[config.mk]
export PLATFORM = sky130hd
export DESIGN_NAME = f_fetch_stage_flat
export DESIGN_NICKNAME = d
export VERILOG_FILES = /design/src/rtl/fetch_pkg.sv /design/src/rtl/f_fetch_stage_if.sv /design/src/rtl/f_fetch_fifo.sv /design/src/rtl/f_fetch_stage.sv /design/src/flat_wrapper.sv
export SDC_FILE = /design/constraint.sdc
export NUM_CORES = 1
export LEC_CHECK = 0
export ABC_AREA = 1
export CAP_MARGIN = 20
export CORE_MARGIN = 2
export CORE_UTILIZATION = 30
export DETAILED_ROUTE_END_ITERATION = 8
export HOLD_SLACK_MARGIN = 0.06
export SYNTH_ARGS = -nofsm -noshare
export SYNTH_HDL_FRONTEND = slang
export SYNTH_SLANG_ARGS = --single-unit
export TNS_END_PERCENT = 5
[constraint.sdc]
create_clock -name i_clk -period 5.4 [get_ports i_clk]
set_input_delay 1.08 -clock i_clk [delete_from_list [all_inputs] [get_ports i_clk]]
set_output_delay 1.08 -clock i_clk [all_outputs]
set_load 0.02 [all_outputs]
[src/rtl/fetch_pkg.sv]
// Shared types and constants for the instruction fetch stage.
package fetch_pkg;

  localparam int XLEN = 32;
  localparam logic [XLEN-1:0] INSTR_NOP = 32'h0000_0000;

  typedef enum logic [1:0] {
    S_IDLE = 2'd0,
    S_REQ  = 2'd1,
    S_RSP  = 2'd2
  } fetch_state_t;

  typedef struct packed {
    logic [XLEN-1:0] instr;
    logic [XLEN-1:0] pcplus4;
  } fetch_entry_t;

endpackage

[src/rtl/f_fetch_stage_if.sv]
// Instruction memory request/grant/response bus between the fetch stage and imem.
interface f_fetch_stage_if;
  import fetch_pkg::*;

  logic            imem_req;
  logic [XLEN-1:0] imem_addr;
  logic            imem_gnt;
  logic            imem_rvalid;
  logic [XLEN-1:0] imem_rdata;

  modport master (
    output imem_req,
    output imem_addr,
    input  imem_gnt,
    input  imem_rvalid,
    input  imem_rdata
  );

  modport slave (
    input  imem_req,
    input  imem_addr,
    output imem_gnt,
    output imem_rvalid,
    output imem_rdata
  );

endinterface

[src/rtl/f_fetch_fifo.sv]
// Two-entry registered instruction buffer between fetch and decode.
// Flush wins over push and pop; the head is read straight from storage.
module f_fetch_fifo
  import fetch_pkg::*;
(
  input  logic         i_clk,
  input  logic         i_rst,
  input  logic         i_push,
  input  logic         i_pop,
  input  logic         i_flush,
  input  fetch_entry_t i_wdata,
  output fetch_entry_t o_rdata,
  output logic         o_valid,
  output logic         o_full,
  output logic [1:0]   o_count
);

  fetch_entry_t r_mem [2];
  logic         r_wrPtr;
  logic         r_rdPtr;
  logic [1:0]   r_count;
  logic         w_doPush;
  logic         w_doPop;

  assign w_doPush = i_push && !i_flush;
  assign w_doPop  = i_pop && !i_flush && (r_count != 2'd0);

  always_ff @(posedge i_clk) begin
    if (i_rst || i_flush) begin
      r_wrPtr <= 1'b0;
      r_rdPtr <= 1'b0;
      r_count <= 2'd0;
    end else begin
      if (w_doPush) r_wrPtr <= ~r_wrPtr;
      if (w_doPop)  r_rdPtr <= ~r_rdPtr;
      if (w_doPush && !w_doPop)      r_count <= r_count + 2'd1;
      else if (!w_doPush && w_doPop) r_count <= r_count - 2'd1;
    end
  end

  always_ff @(posedge i_clk) begin
    if (i_rst) begin
      r_mem[0] <= '0;
      r_mem[1] <= '0;
    end else if (w_doPush) begin
      r_mem[r_wrPtr] <= i_wdata;
    end
  end

  assign o_rdata = r_mem[r_rdPtr];
  assign o_valid = (r_count != 2'd0);
  assign o_full  = (r_count == 2'd2);
  assign o_count = r_count;

  // The fetch FSM only requests when a slot is reserved, so this never fires.
  a_noOverflow: assert property (@(posedge i_clk) disable iff (i_rst)
    !(i_push && !i_flush && !i_pop && (r_count == 2'd2)));

endmodule

[src/rtl/f_fetch_stage.sv]
// Instruction fetch stage: PC, single-outstanding imem fetch FSM, epoch-based
// discard of stale responses after redirects, and a 2-entry decode buffer.
module f_fetch_stage
  import fetch_pkg::*;
#(
  parameter logic [XLEN-1:0] RESET_PC   = 32'h0000_0000,
  parameter int              FIFO_DEPTH = 2
)(
  input  logic                   i_clk,
  input  logic                   i_rst,
  f_fetch_stage_if.master        imem,
  input  logic                   i_redirect,
  input  logic [XLEN-1:0]        i_redirect_pc,
  input  logic                   i_stallD,
  output logic                   o_validD,
  output logic [XLEN-1:0]        o_instrD,
  output logic [XLEN-1:0]        o_pcplus4D
);

  localparam logic [1:0] FULL_COUNT = 2'(FIFO_DEPTH);

  fetch_state_t    r_state;
  logic [XLEN-1:0] r_pc;
  logic            r_epoch;
  logic            r_tag;
  logic [XLEN-1:0] r_tagPc4;

  fetch_state_t    w_stateNext;
  logic [XLEN-1:0] w_pcNext;
  logic            w_epochNext;
  logic            w_tagNext;
  logic [XLEN-1:0] w_tagPc4Next;
  logic [XLEN-1:0] w_pcPlus4;
  logic            w_push;
  logic            w_pop;
  logic [1:0]      w_occNext;
  logic            w_fifoValid;
  logic            w_fifoFull;
  logic [1:0]      w_count;
  fetch_entry_t    w_wdata;
  fetch_entry_t    w_head;

  assign w_pcPlus4 = r_pc + 32'd4;
  assign w_pop     = w_fifoValid && !i_stallD && !i_redirect;
  assign w_wdata   = '{instr: imem.imem_rdata, pcplus4: r_tagPc4};

  always_ff @(posedge i_clk) begin
    if (i_rst) begin
      r_state  <= S_IDLE;
      r_pc     <= RESET_PC;
      r_epoch  <= 1'b0;
      r_tag    <= 1'b0;
      r_tagPc4 <= '0;
    end else begin
      r_state  <= w_stateNext;
      r_pc     <= w_pcNext;
      r_epoch  <= w_epochNext;
      r_tag    <= w_tagNext;
      r_tagPc4 <= w_tagPc4Next;
    end
  end

  // Tagging with the pre-redirect epoch makes any in-flight response stale,
  // even across back-to-back redirects.
  always_comb begin
    w_stateNext  = r_state;
    w_pcNext     = r_pc;
    w_epochNext  = r_epoch;
    w_tagNext    = r_tag;
    w_tagPc4Next = r_tagPc4;
    w_push       = 1'b0;
    w_occNext    = w_count;
    if (i_redirect) begin
      w_pcNext    = i_redirect_pc;
      w_epochNext = ~r_epoch;
    end
    case (r_state)
      S_IDLE: begin
        if (!i_redirect && !w_fifoFull) w_stateNext = S_REQ;
      end
      S_REQ: begin
        if (imem.imem_gnt) begin
          w_stateNext  = S_RSP;
          w_tagNext    = r_epoch;
          w_tagPc4Next = w_pcPlus4;
          if (!i_redirect) w_pcNext = w_pcPlus4;
        end else if (i_redirect) begin
          w_stateNext = S_IDLE;
        end
      end
      S_RSP: begin
        if (i_redirect) w_tagNext = r_epoch;
        if (imem.imem_rvalid) begin
          w_push = (r_tag == r_epoch) && !i_redirect;
          if (i_redirect) w_occNext = 2'd0;
          else            w_occNext = w_count + {1'b0, w_push} - {1'b0, w_pop};
          w_stateNext = (w_occNext < FULL_COUNT) ? S_REQ : S_IDLE;
        end
      end
      default: w_stateNext = S_IDLE;
    endcase
  end

  f_fetch_fifo u_fifo (
    .i_clk   (i_clk),
    .i_rst   (i_rst),
    .i_push  (w_push),
    .i_pop   (w_pop),
    .i_flush (i_redirect),
    .i_wdata (w_wdata),
    .o_rdata (w_head),
    .o_valid (w_fifoValid),
    .o_full  (w_fifoFull),
    .o_count (w_count)
  );

  assign imem.imem_req  = (r_state == S_REQ);
  assign imem.imem_addr = r_pc;

  assign o_validD   = w_fifoValid;
  assign o_instrD   = w_fifoValid ? w_head.instr   : INSTR_NOP;
  assign o_pcplus4D = w_fifoValid ? w_head.pcplus4 : '0;

endmodule
[src/flat_wrapper.sv]
// flat-port wrapper written by rule: the top's interface ports become plain ports
module f_fetch_stage_flat import fetch_pkg::*;
#(
  parameter logic [XLEN-1:0] RESET_PC   = 32'h0000_0000,
  parameter int              FIFO_DEPTH = 2
)
  (i_clk, i_rst, i_redirect, i_redirect_pc, i_stallD, o_validD, o_instrD, o_pcplus4D, imem_imem_req, imem_imem_addr, imem_imem_gnt, imem_imem_rvalid, imem_imem_rdata);
  f_fetch_stage_if imem_i ();
  input  logic i_clk;
  input  logic i_rst;
  input  logic i_redirect;
  input  logic [XLEN-1:0] i_redirect_pc;
  input  logic i_stallD;
  output logic o_validD;
  output logic [XLEN-1:0] o_instrD;
  output logic [XLEN-1:0] o_pcplus4D;
  output wire logic [$bits(imem_i.imem_req)-1:0] imem_imem_req;
  output wire logic [$bits(imem_i.imem_addr)-1:0] imem_imem_addr;
  input wire logic [$bits(imem_i.imem_gnt)-1:0] imem_imem_gnt;
  input wire logic [$bits(imem_i.imem_rvalid)-1:0] imem_imem_rvalid;
  input wire logic [$bits(imem_i.imem_rdata)-1:0] imem_imem_rdata;
  assign imem_imem_req = imem_i.imem_req;
  assign imem_imem_addr = imem_i.imem_addr;
  assign imem_i.imem_gnt = imem_imem_gnt;
  assign imem_i.imem_rvalid = imem_imem_rvalid;
  assign imem_i.imem_rdata = imem_imem_rdata;
  f_fetch_stage #(.RESET_PC(RESET_PC), .FIFO_DEPTH(FIFO_DEPTH)) u_core (.i_clk(i_clk), .i_rst(i_rst), .imem(imem_i), .i_redirect(i_redirect), .i_redirect_pc(i_redirect_pc), .i_stallD(i_stallD), .o_validD(o_validD), .o_instrD(o_instrD), .o_pcplus4D(o_pcplus4D));
endmodule
-- Word-level counts from Yosys, hierarchy flattened
Memory sizes are Yosys's and may differ from the RTL's. A register that Yosys moved wholly into a read port is not among the register bits.
Index checks and enable logic that the tools add are counted.
- bitwise operators: 3
- div/mod/pow operators: 0
- order comparisons: 1
- equal/unequal tests: 9
- $add $sub $neg: 5
- reductions and logical operators: 23
- multiply operators: 0
- shift-type cells: 0
- mux-type cells: 32
- operators by type and width (cell ; count):
    32-bit 2-to-1 mux ; 6
    64-bit 2-to-1 mux ; 1
    64-bit OR reduction ; 1
    32-bit by 3-bit adder with 32-bit output, second input constant ; 1
    2-bit 2-to-1 mux ; 9
    1-bit 2-to-1 mux ; 14
    1-bit logical AND ; 9
    2-bit one-hot mux with 3 select lines ; 1
    3-bit AND reduction ; 2
    2-bit nonzero test ; 3
    1-bit zero test ; 5
    2-bit equality test, second input constant ; 2
    2-bit by 1-bit != test with 1-bit output, second input constant ; 2
    2-bit != test, second input constant ; 2
    3-bit by 2-bit != test with 1-bit output, second input constant ; 1
    1-bit inverter ; 3
    2-bit by 1-bit adder with 2-bit output ; 1
    2-bit by 1-bit adder with 2-bit output, second input constant ; 1
    2-bit by 1-bit equality test with 1-bit output, second input constant ; 1
    2-bit zero test ; 1
    2-bit less-than comparator, second input constant ; 1
    1-bit one-hot mux with 2 select lines ; 1
    2-bit AND reduction ; 1
    2-bit by 1-bit subtractor with 2-bit output ; 1
    3 further kinds ; 3
- output and inout port bits: 98
- memories kept: 1
- bits in read-only memories: 0
- input port bits: 70
- bits in latches: 0
- word-level logic and storage cells: 82
- bits in writable memories: 128
- register bits: 72
- memory list (memory ; depth ; width ; read ports ; clocked after memory_dff ; write ports ; line ; RTL):
    u_core.u_fifo.r_mem ; 2 ; 64 ; 1 ; 1 ; 2 ; f_fetch_fifo.sv:18 ; fetch_entry_t r_mem [2];

-- Longest topological paths before layout
Gate-level depths: netlist of run 1.
- depth in word-level cells: 11
- gate-level depth with buffers: 11

-- By module
From an unflattened synthesis of run 1, not the netlist that was laid out.
- cells, all modules: 1138
- area total of the unflattened synthesis: 10284.9 sq um
- modules (own cells, without submodules) (module ; area each (sq um) ; cells each ; instances):
    f_fetch_fifo ; 6028.3 ; 448 ; 1
    f_fetch_stage ; 4256.6 ; 690 ; 1

-- Worst setup path before layout of run 1
No wires, ideal clock.
- kind: input-to-reg
- start point: input i_redirect
- end point: memory u_core.u_fifo.r_mem[0][0] (netlist bit) (enable)
- required time: 4.976 ns
- setup time: 0.424 ns
- arrival: 3.500 ns
- buffers on the path: 3
- stages on the path: 8
- path slack: 1.476 ns
- path through: buf_4 > inv_4 > nand2_2 > nor3b_4 > nand3b_1 > buf_2 > buf_6 > nand2_1
- RTL lines (item ; line ; RTL):
    from (decl) ; flat_wrapper.sv:11 ; input logic i_redirect;
    to (decl) ; f_fetch_fifo.sv:18 ;

-- Worst setup path after layout of run 1
- start point: register u_core.u_fifo.r_count[1] (netlist: u_core.u_fifo.o_count[1])
- end point: output o_pcplus4D[19]
- cells in the longest elaborated chain, start to end: 2
- RTL lines (item ; line ; RTL):
    from (decl) ; f_fetch_fifo.sv:21 ; logic [1:0] r_count;
    from (signal assigned) ; f_fetch_fifo.sv:36 ; if (w_doPush && !w_doPop) r_count <= r_count + 2'd1;
    from (signal assigned) ; f_fetch_fifo.sv:37 ; else if (!w_doPush && w_doPop) r_count <= r_count - 2'd1;
    2-bit nonzero test ; f_fetch_fifo.sv:51 ; assign o_valid = (r_count != 2'd0);
    32-bit 2-to-1 mux ; f_fetch_stage.sv:122 ; assign o_pcplus4D = w_fifoValid ? w_head.pcplus4 : '0;
    to (decl) ; flat_wrapper.sv:16 ; output logic [XLEN-1:0] o_pcplus4D;
Every way passes these cells.

==> impl_metrics.py, run 1 <==
metrics = {
    "yosys": {
        "synth_sequential_area_ratio_pct": 56.0,
        "yosysUniqueCellTypes": 33,
        "synth_adder_area_share_pct": 0.396,
        "netlist.top_cell.by_area": "edfxtp_1",
        "syn_inst": 1147,
        "synth-edff-count": 128,
        "synth_simple_gate_area_share_pct": 23.6,
        "synth_top_family_by_area": "simple AND/OR/NAND/NOR gates",
        "synthArstFlopShare_pct": 0,
        "synth_common_cells": "nand2_1, nor2_1, a21oi_1",
        "synth.area.mux_share_pct": 0,
        "synth-compound-area-share_pct": 10.9,
        "synth_xor_area_share_pct": 1.02,
        "synthTopCellsByArea": "edfxtp_1, dfxtp_1, nand2_1",
        "synth_seq_cells": 201,
        "synth_warnings": 0,
        "syn_avg_cell_area_um2": 8.25,
        "synthFlopType": "edfxtp_1",
        "synthDominantCellAreaShare_pct": 40.6,
        "synth_most_common_cell": "nand2_1",
        "synth_nets": 1220,
        "syn_area_um2": 9470,
    },
    "clock_tree": {
        "cts_buffer_depth": 3,
        "cts_setup_buffers": 0,
        "cts_tree": "done",
        "path_clk_slew_ns": 0.06,
        "cts_buffers": 23,
        "cts-htree-levels": 1,
        "cts-root-buf": "clkbuf_16",
        "cts_resized": 0,
        "hold_buffers": 0,
        "cts.sinks": 201,
        "clock_latency_ns": 0.51,
    },
    "worst_setup_path": {
        "end_kind": "primary output",
        "r2r_cells": 8,
        "path_buf_inv": 2,
        "worst_path_largest_cell_delay_ns": 0.60,
        "cp.depth": 4,
        "critPathKind": "flip-flop to primary output",
        "path_cells": "nor2_4 -> buf_4 -> a21oi_1 -> clkdlybuf4s50_1",
        "cp-start-kind": "flip-flop",
        "critical_path.max_fanout": 28,
        "slowest_stage": "clkdlybuf4s50_1",
        "required_ns": 4.32,
        "worst_ep_arrival_time_ns": 2.56,
        "path_delay_family": "buffers and inverters",
    },
    "grt": {
        "grt_usage_pct": 15.7,
        "grt_max_degree": 65,
        "antenna_found_initial": 0,
        "overflow": 0,
        "grt_pass1_wl_mm": 41.1,
        "grt_pass1_vias": 7438,
    },
    "drt": {
        "vias": 7832,
        "drcViolationCount": 0,
        "routed_via_density": 4.58,
        "drt-total-wl_mm": 26.4,
        "first_pass_iters": 5,
        "ant_nets": 0,
        "post_drt_wl_per_cell_um": 15.4,
        "drtIter0Drc": 748,
    },
    "pwr": {
        "p_leak_nw": 4.63,
        "powerDensity_nw_per_um2": 315,
        "vdd_ir_drop_max_uv": 180,
    },
    "min_path": {
        "whs_path_depth": 2,
        "hp-class": "flip-flop to flip-flop",
    },
    "final_layout": {
        "area.sequential_um2": 5310,
        "area_delta_synth_final_pct": 31.0,
        "antenna_cells": 0,
        "multi_input_area_um2": 3420,
        "num-nets-final": 1365,
        "fillers": 3106,
        "drive_gt1_share_pct": 7.94,
    },
    "sta": {
        "slew_headroom_pct": 34.1,
        "fin_crit_sh_pct": 67.4,
        "timing.hold.ws_ns": 0.467,
        "finalHoldViolCount": 0,
        "rsz0062_at_grt": "no",
        "period_minus_slack_ns": 3.64,
        "tightest_slew_ns": 0.989,
        "tns_ns": 0,
        "setup_viol": 0,
        "fin_worst_skew_ns": 0.00955,
        "slew_viol_final": 0,
        "clock.fmax_ghz": 0.275,
    },
    "die": {
        "die-area_um2": 33000,
        "die_x_um": 182,
        "core_area_um2": 31300,
        "core.rowCount": 65,
        "die_h_um": 182,
        "io-pin-count": 168,
        "initial_core_util_pct": 30.2,
    },
    "place": {
        "gp_congestion": 0.874,
        "hpwl_mm": 17.4,
        "portBuffers": 167,
    },
    "run_status": {
        "status": "finished clean",
    },
    "job": {
        "drv_cap": 0,
    },
}
## cell usage in the layout, fill, tap and decap left out, drive strengths merged
master and n:
clkinvlp 2, nand3 26, ha 3, xor2 9, o21ai 64, clkbuf 27, nor2 188, clkdlybuf4s50 167
bufinv 8, a21oi 131, o221ai 1, clkinv 5, dfxtp 73, inv 128, edfxtp 128, and2 4
nand3b 4, o21a 1, o22ai 1, nor3 3, nand2 318, o211ai 3, nor3b 1, buf 11
xnor2 2, a211oi 1
## metal layers
metal  vias up  global-route usage (%)  routed length (um)
li1       3967                       -                   -
met5         -                       0                   0
met2       268                    23.9               11400
met3        37                    2.57                1710
met4         0                    3.80                 544
met1      3560                    23.3               12800
## power by group
part | switching [mW] | total (mW) | internal, mW | leakage, nW
clock network | 0.630 | 1.82 | 1.19 | 0.431
logic | 0.202 | 0.339 | 0.137 | 2.28
registers | 0.0457 | 1.75 | 1.70 | 1.92
total | 0.878 | 3.91 | 3.03 | 4.63
## sequential cells by signal, summed over array words and instances (netlist names), named ones only
name	cells
u_core.u_fifo.o_count	2
u_core.r_state	2
u_core.u_fifo.r_wrPtr	1
u_core.imem.imem_addr	32
u_core.r_tagPc4	32
u_core.r_tag	1
u_core.u_fifo.r_mem	128
u_core.r_epoch	1
u_core.u_fifo.r_rdPtr	1
## path summary, 6_finish.rpt
path / start / to / slack, ns
max: u_core.u_fifo.o_count[1] / o_pcplus4D[19] / 1.76
max reg2reg: u_core.r_state[0] / u_core.r_tagPc4[13] / 3.07
min reg2reg: u_core.r_tagPc4[4] / u_core.r_tagPc4[4] / 0.47
min: u_core.r_tagPc4[4] / u_core.r_tagPc4[4] / 0.47
## stage by stage
stage | worst slack (ns) | total power [mW] | instance area, um^2 | std cells | utilization (%)
floorplan | 1.48 | 1.95 | 9470 | 1147 | -
global placement | 1.70 | 2.11 | 11500 | 1667 | 36.6
detailed placement | 1.66 | 2.12 | 11500 | 1668 | 36.7
CTS | 1.38 | 3.94 | 12400 | 1710 | 39.5
global route | 1.62 | 4.05 | 12400 | 1711 | 39.6
finish | 1.76 | 3.91 | 12400 | 1711 | 39.6
## worst min-delay path: cells and delay by family (launching register included)
family           cells  cell delay [ns]
flip-flops           1             0.31
AND/OR/NAND/NOR      1             0.06
AO/OA/AOI/OAI        1             0.05
## logic make-up (layout without fill, tap and decap cells)
family | Yosys count | after routing
xor gates and xnor gates | 11 | 11
AOI/OAI and AO/OA | 202 | 202
buffers and inverters | 186 | 348
and+or+nand+nor | 544 | 544
adders and majority gates | 3 | 3
DFF | 201 | 201
## final cells by class
cell class	instances	share of cell area [%]
sequential	201	42.8
multi-input combinational	760	27.6
timing repair buffer	178	14.5
clock buffer	27	4.92
tap	402	4.05
inverter	128	3.89
clock inverter	15	2.28
Power figures use the tool's default switching activity.
==> run 2: changes to the inputs <==
==> constraint.sdc (replaced) <==
create_clock -name i_clk -period 3.5 [get_ports i_clk]
set_input_delay 0.7 -clock i_clk [delete_from_list [all_inputs] [get_ports i_clk]]
set_output_delay 0.7 -clock i_clk [all_outputs]
set_load 0.02 [all_outputs]
==> impl_metrics.py, run 2 (synthesis gave the netlist of run 1 again) <==
metrics = {
    "worst_setup_path": {
        "cp-start-kind": "flip-flop",
        "required_ns": 2.80,
        "path_cells": "buf_4 -> nand2_1 -> a21oi_1 -> clkdlybuf4s50_1",
        "critPathKind": "flip-flop to primary output",
        "path_delay_family": "buffers and inverters",
        "slowest_stage": "clkdlybuf4s50_1",
        "critical_path.max_fanout": 50,
        "path_buf_inv": 2,
        "worst_ep_arrival_time_ns": 2.60,
        "worst_path_largest_cell_delay_ns": 0.64,
        "end_kind": "primary output",
    },
    "run_status": {
        "status": "finished clean",
    },
    "final_layout": {
        "drive_gt1_share_pct": 8.07,
        "final_cell_mix": "nand2_1, clkdlybuf4s50_1, nor2_1, a21oi_1, edfxtp_1",
        "max_flop_register": "u_core.u_fifo.r_mem",
        "area_delta_synth_final_pct": 30.1,
        "largest_reg_flops": 128,
        "final_common_cell": "nand2_1",
        "antenna_cells": 0,
        "num-nets-final": 1370,
    },
    "drt": {
        "ant_nets": 0,
        "drt-total-wl_mm": 26.0,
        "first_pass_iters": 5,
        "drtIter0Drc": 571,
        "top_layer": "met4",
        "vias": 7865,
        "routed-wl-met3_mm": 1.66,
        "routed_via_density": 4.59,
        "drcViolationCount": 0,
        "wl_met2_mm": 11.3,
        "wl_met1_mm": 12.6,
        "post_drt_wl_per_cell_um": 15.2,
    },
    "sta": {
        "period_minus_slack_ns": 3.30,
        "finalHoldViolCount": 0,
        "tns_ns": 0,
        "setup_viol": 0,
        "clock.fmax_ghz": 0.303,
        "slew_viol_final": 0,
        "slew_headroom_pct": 33.4,
        "fin_worst_skew_ns": 0.0200,
        "rsz0062_at_grt": "no",
        "fin_crit_sh_pct": 94.3,
        "tightest_slew_ns": 0.998,
    },
    "clock_tree": {
        "clock_latency_ns": 0.50,
        "cts_buffer_depth": 3,
        "cts_resized": 0,
        "cts_buffers": 23,
        "cts.sinks": 201,
        "cts-htree-levels": 1,
        "hold_buffers": 0,
        "cts_setup_buffers": 0,
        "path_clk_slew_ns": 0.06,
        "cts_tree": "done",
        "cts-root-buf": "clkbuf_16",
    },
    "pwr": {
        "powerDensity_nw_per_um2": 451,
        "vdd_ir_drop_max_uv": 284,
        "p_leak_nw": 4.59,
        "power_mw": 5.56,
    },
    "grt": {
        "grt_usage_pct": 15.6,
        "overflow": 0,
        "antenna_found_initial": 0,
        "grt_max_degree": 65,
        "grt_pass1_wl_mm": 41.1,
        "grt_pass1_vias": 7396,
    },
    "place": {
        "hpwl_mm": 17.5,
        "gp_congestion": 0.913,
        "portBuffers": 167,
    },
    "die": {
        "die_h_um": 182,
        "die_x_um": 182,
        "core.rowCount": 65,
        "die-area_um2": 33000,
        "core_area_um2": 31300,
        "initial_core_util_pct": 30.2,
        "io-pin-count": 168,
    },
    "job": {
        "drv_cap": 0,
    },
    "min_path": {
        "hp-class": "flip-flop to flip-flop",
    },
}
==> run 2: final timing paths <==
| path | to | start | slack (ns) | depth (start not counted) |
|---|---|---|---|---|
| max reg2reg | u_core.r_tagPc4[22] | u_core.imem.imem_addr[2] | 1.38 | 10 |
| min | u_core.r_tagPc4[5] | u_core.r_tagPc4[5] | 0.47 | 2 |
| min reg2reg | u_core.r_tagPc4[5] | u_core.r_tagPc4[5] | 0.47 | 2 |
| max | o_pcplus4D[10] | flip-flop | 0.20 | 4 |
==> run 2: worst register-to-register path, delay by kind of cell, from the launching register on <==
family / cells / cell delay [ns]
AO/OA/AOI/OAI: 1 / 0.15
adder cells (fa/ha/maj): 1 / 0.27
buffers and inverters: 2 / 0.12
flip-flops: 1 / 0.49
AND/OR/NAND/NOR: 6 / 0.98
==> run 2: power breakdown <==
| group | leakage [nW] | internal (mW) | switching (mW) |
|---|---|---|---|
| Sequential | 1.92 | 2.62 | 0.0704 |
| Clock | 0.357 | 1.40 | 0.943 |
| Combinational | 2.31 | 0.216 | 0.311 |
==> run 2: area by class of cell <==
| cell class | instances | area [um^2] |
|---|---|---|
| clock buffers | 27 | 611 |
| clock inverters | 14 | 131 |
| fillers | 3155 | 19000 |
| inverters | 128 | 483 |
| multi-input cells | 760 | 3420 |
| flip-flops and latches | 201 | 5310 |
| well taps | 402 | 503 |
| repair buffers | 183 | 1870 |
==> run 2: through the flow <==
step / cells / utilization [%] / hold WS [ns] / cell area, um^2 / setup slack (ns)
finish: 1715 / 39.4 / 0.468 / 12300 / 0.200
global route: 1715 / 39.4 / 0.480 / 12300 / 0.0148
CTS: 1715 / 39.4 / 0.468 / 12300 / 0.109
detailed placement: 1674 / 37.0 / 0.458 / 11600 / 0.593
global placement: 1674 / 37.0 / 0.454 / 11600 / 0.660
floorplan: 1147 / - / 0.437 / 9470 / 0.325
==> run 2: routing by layer <==
| layer | up-vias | GRT usage, % |
|---|---|---|
| met5 | - | 0 |
| met4 | 0 | 3.38 |
| met3 | 37 | 2.65 |
| met2 | 272 | 24.4 |
| met1 | 3579 | 22.7 |
| li1 | 3977 | - |
==> run 3: changes to the inputs <==
--- a/config.mk
+++ b/config.mk
@@ -7,10 +7,14 @@
 export LEC_CHECK = 0
 export ABC_AREA = 1
 export CAP_MARGIN = 20
+export CELL_PAD_IN_SITES_DETAIL_PLACEMENT = 1
+export CELL_PAD_IN_SITES_GLOBAL_PLACEMENT = 2
 export CORE_MARGIN = 2
 export CORE_UTILIZATION = 30
+export CTS_CLUSTER_SIZE = 14
 export DETAILED_ROUTE_END_ITERATION = 8
 export HOLD_SLACK_MARGIN = 0.06
+export PLACE_DENSITY_LB_ADDON = 0.1
 export SYNTH_ARGS = -nofsm -noshare
 export SYNTH_HDL_FRONTEND = slang
 export SYNTH_SLANG_ARGS = --single-unit
==> impl_metrics.py, run 3 (synthesis gave the netlist of run 1 again) <==
metrics = {
    "run_status": {
        "status": "finished clean",
    },
    "die": {
        "io-pin-count": 168,
        "core.rowCount": 65,
        "die_x_um": 182,
        "core_area_um2": 31300,
        "die-area_um2": 33000,
        "initial_core_util_pct": 30.2,
        "die_h_um": 182,
    },
    "final_layout": {
        "multi_input_area_um2": 3420,
        "fillers": 3716,
        "final_common_cell": "nand2_1",
        "antenna_cells": 0,
        "drive_gt1_share_pct": 8.21,
        "final_cell_mix": "nand2_1, clkdlybuf4s50_1, nor2_1, a21oi_1, edfxtp_1",
        "largest_reg_flops": 128,
        "area_delta_synth_final_pct": 30.2,
        "area.sequential_um2": 5310,
        "num-nets-final": 1373,
        "max_flop_register": "u_core.u_fifo.r_mem",
        "final_cells": 1717,
    },
    "place": {
        "hpwl_mm": 19.4,
        "place_inst": 1677,
        "portBuffers": 167,
        "gp_congestion": 0.817,
    },
    "clock_tree": {
        "cts_buffer_depth": 3,
        "cts_buffers": 23,
        "cts-htree-levels": 1,
        "cts_resized": 0,
        "hold_buffers": 0,
        "clock_latency_ns": 0.50,
        "cts_tree": "done",
        "cts.sinks": 201,
        "path_clk_slew_ns": 0.06,
        "cts-root-buf": "clkbuf_16",
        "cts_setup_buffers": 0,
    },
    "drt": {
        "drt-total-wl_mm": 28.7,
        "ant_nets": 0,
        "post_drt_wl_per_cell_um": 16.7,
        "drtIter0Drc": 318,
        "first_pass_iters": 4,
        "vias": 7857,
        "routed_via_density": 4.58,
        "drcViolationCount": 0,
    },
    "sta": {
        "fin_crit_sh_pct": 94.4,
        "rsz0062_at_grt": "no",
        "tightest_slew_ns": 0.784,
        "setup_viol": 0,
        "fin_worst_skew_ns": 0.00748,
        "period_minus_slack_ns": 3.31,
        "finalHoldViolCount": 0,
        "slew_viol_final": 0,
        "slew_headroom_pct": 47.7,
        "tns_ns": 0,
        "clock.fmax_ghz": 0.303,
    },
    "worst_setup_path": {
        "cp-start-kind": "flip-flop",
        "required_ns": 2.80,
        "critPathKind": "flip-flop to primary output",
        "critical_path.max_fanout": 38,
        "end_kind": "primary output",
        "worst_ep_arrival_time_ns": 2.61,
    },
    "pwr": {
        "vdd_ir_drop_max_uv": 348,
        "power_mw": 5.55,
        "powerDensity_nw_per_um2": 450,
        "p_leak_nw": 4.60,
    },
    "grt": {
        "grt_pass1_vias": 8021,
        "grt_pass1_wl_mm": 44.6,
        "grt_usage_pct": 17.2,
        "overflow": 0,
        "grt_max_degree": 65,
        "antenna_found_initial": 0,
    },
    "job": {
        "drv_cap": 0,
    },
    "min_path": {
        "hp-class": "flip-flop to flip-flop",
    },
}
[run 3: cell count changes in the layout (fill, tap and decap cells not counted), sizes merged]
cell	previous run	this run
bufinv	2	1
clkinvlp	3	1
buf	16	19
clkinv	10	7
clkbuf	27	32
[run 3: path summary, 6_finish.rpt]
kind / startpoint / end / slack, ns / depth (start not counted)
setup reg to reg: u_core.imem.imem_addr[2] / u_core.r_tagPc4[22] / 1.34 / 10
hold / removal: u_core.r_tagPc4[4] / u_core.r_tagPc4[4] / 0.47 / 2
hold reg to reg: u_core.r_tagPc4[4] / u_core.r_tagPc4[4] / 0.47 / 2
setup / recovery: flip-flop / o_pcplus4D[24] / 0.19 / 4
[run 3: layout make-up]
type                       count  area share [%]
clock buffer                  32            5.35
clock inverter                 8           0.538
inverter                     128            3.92
multi-input combinational    760            27.7
sequential                   201            43.1
tap                          402            4.08
timing repair buffer         186            15.3
[run 3: layer usage]
metal | track usage (%) | wire length [um] | vias up
met5 | 0 | 0 | -
met4 | 3.84 | 430 | 0
met3 | 2.45 | 1150 | 27
met2 | 29.3 | 13500 | 145
met1 | 23.3 | 13600 | 3707
li1 | - | - | 3978
[run 3: power breakdown]
group	total, mW	leakage, nW	switching (mW)	internal (mW)
clock	2.32	0.360	0.939	1.38
sequential	2.70	1.92	0.0737	2.62
combinational	0.537	2.32	0.319	0.218
total	5.55	4.60	1.33	4.22
[run 3: metrics by stage]
stage	worst slack (ns)	area (um^2)	hold WS [ns]	util [%]
floorplan	0.325	9470	0.437	-
global placement	0.721	11600	0.452	37.0
detailed placement	0.689	11600	0.459	37.0
CTS	0.140	12300	0.468	39.4
global route	0.0207	12300	0.485	39.4
finish	0.194	12300	0.465	39.4
[run 3: worst max-delay path, stage by stage (launching register included)]
cell and delay [ns]:
dfxtp_2 0.56, buf_4 0.48, nand2_1 0.09, a21oi_1 0.29, clkdlybuf4s50_1 0.66
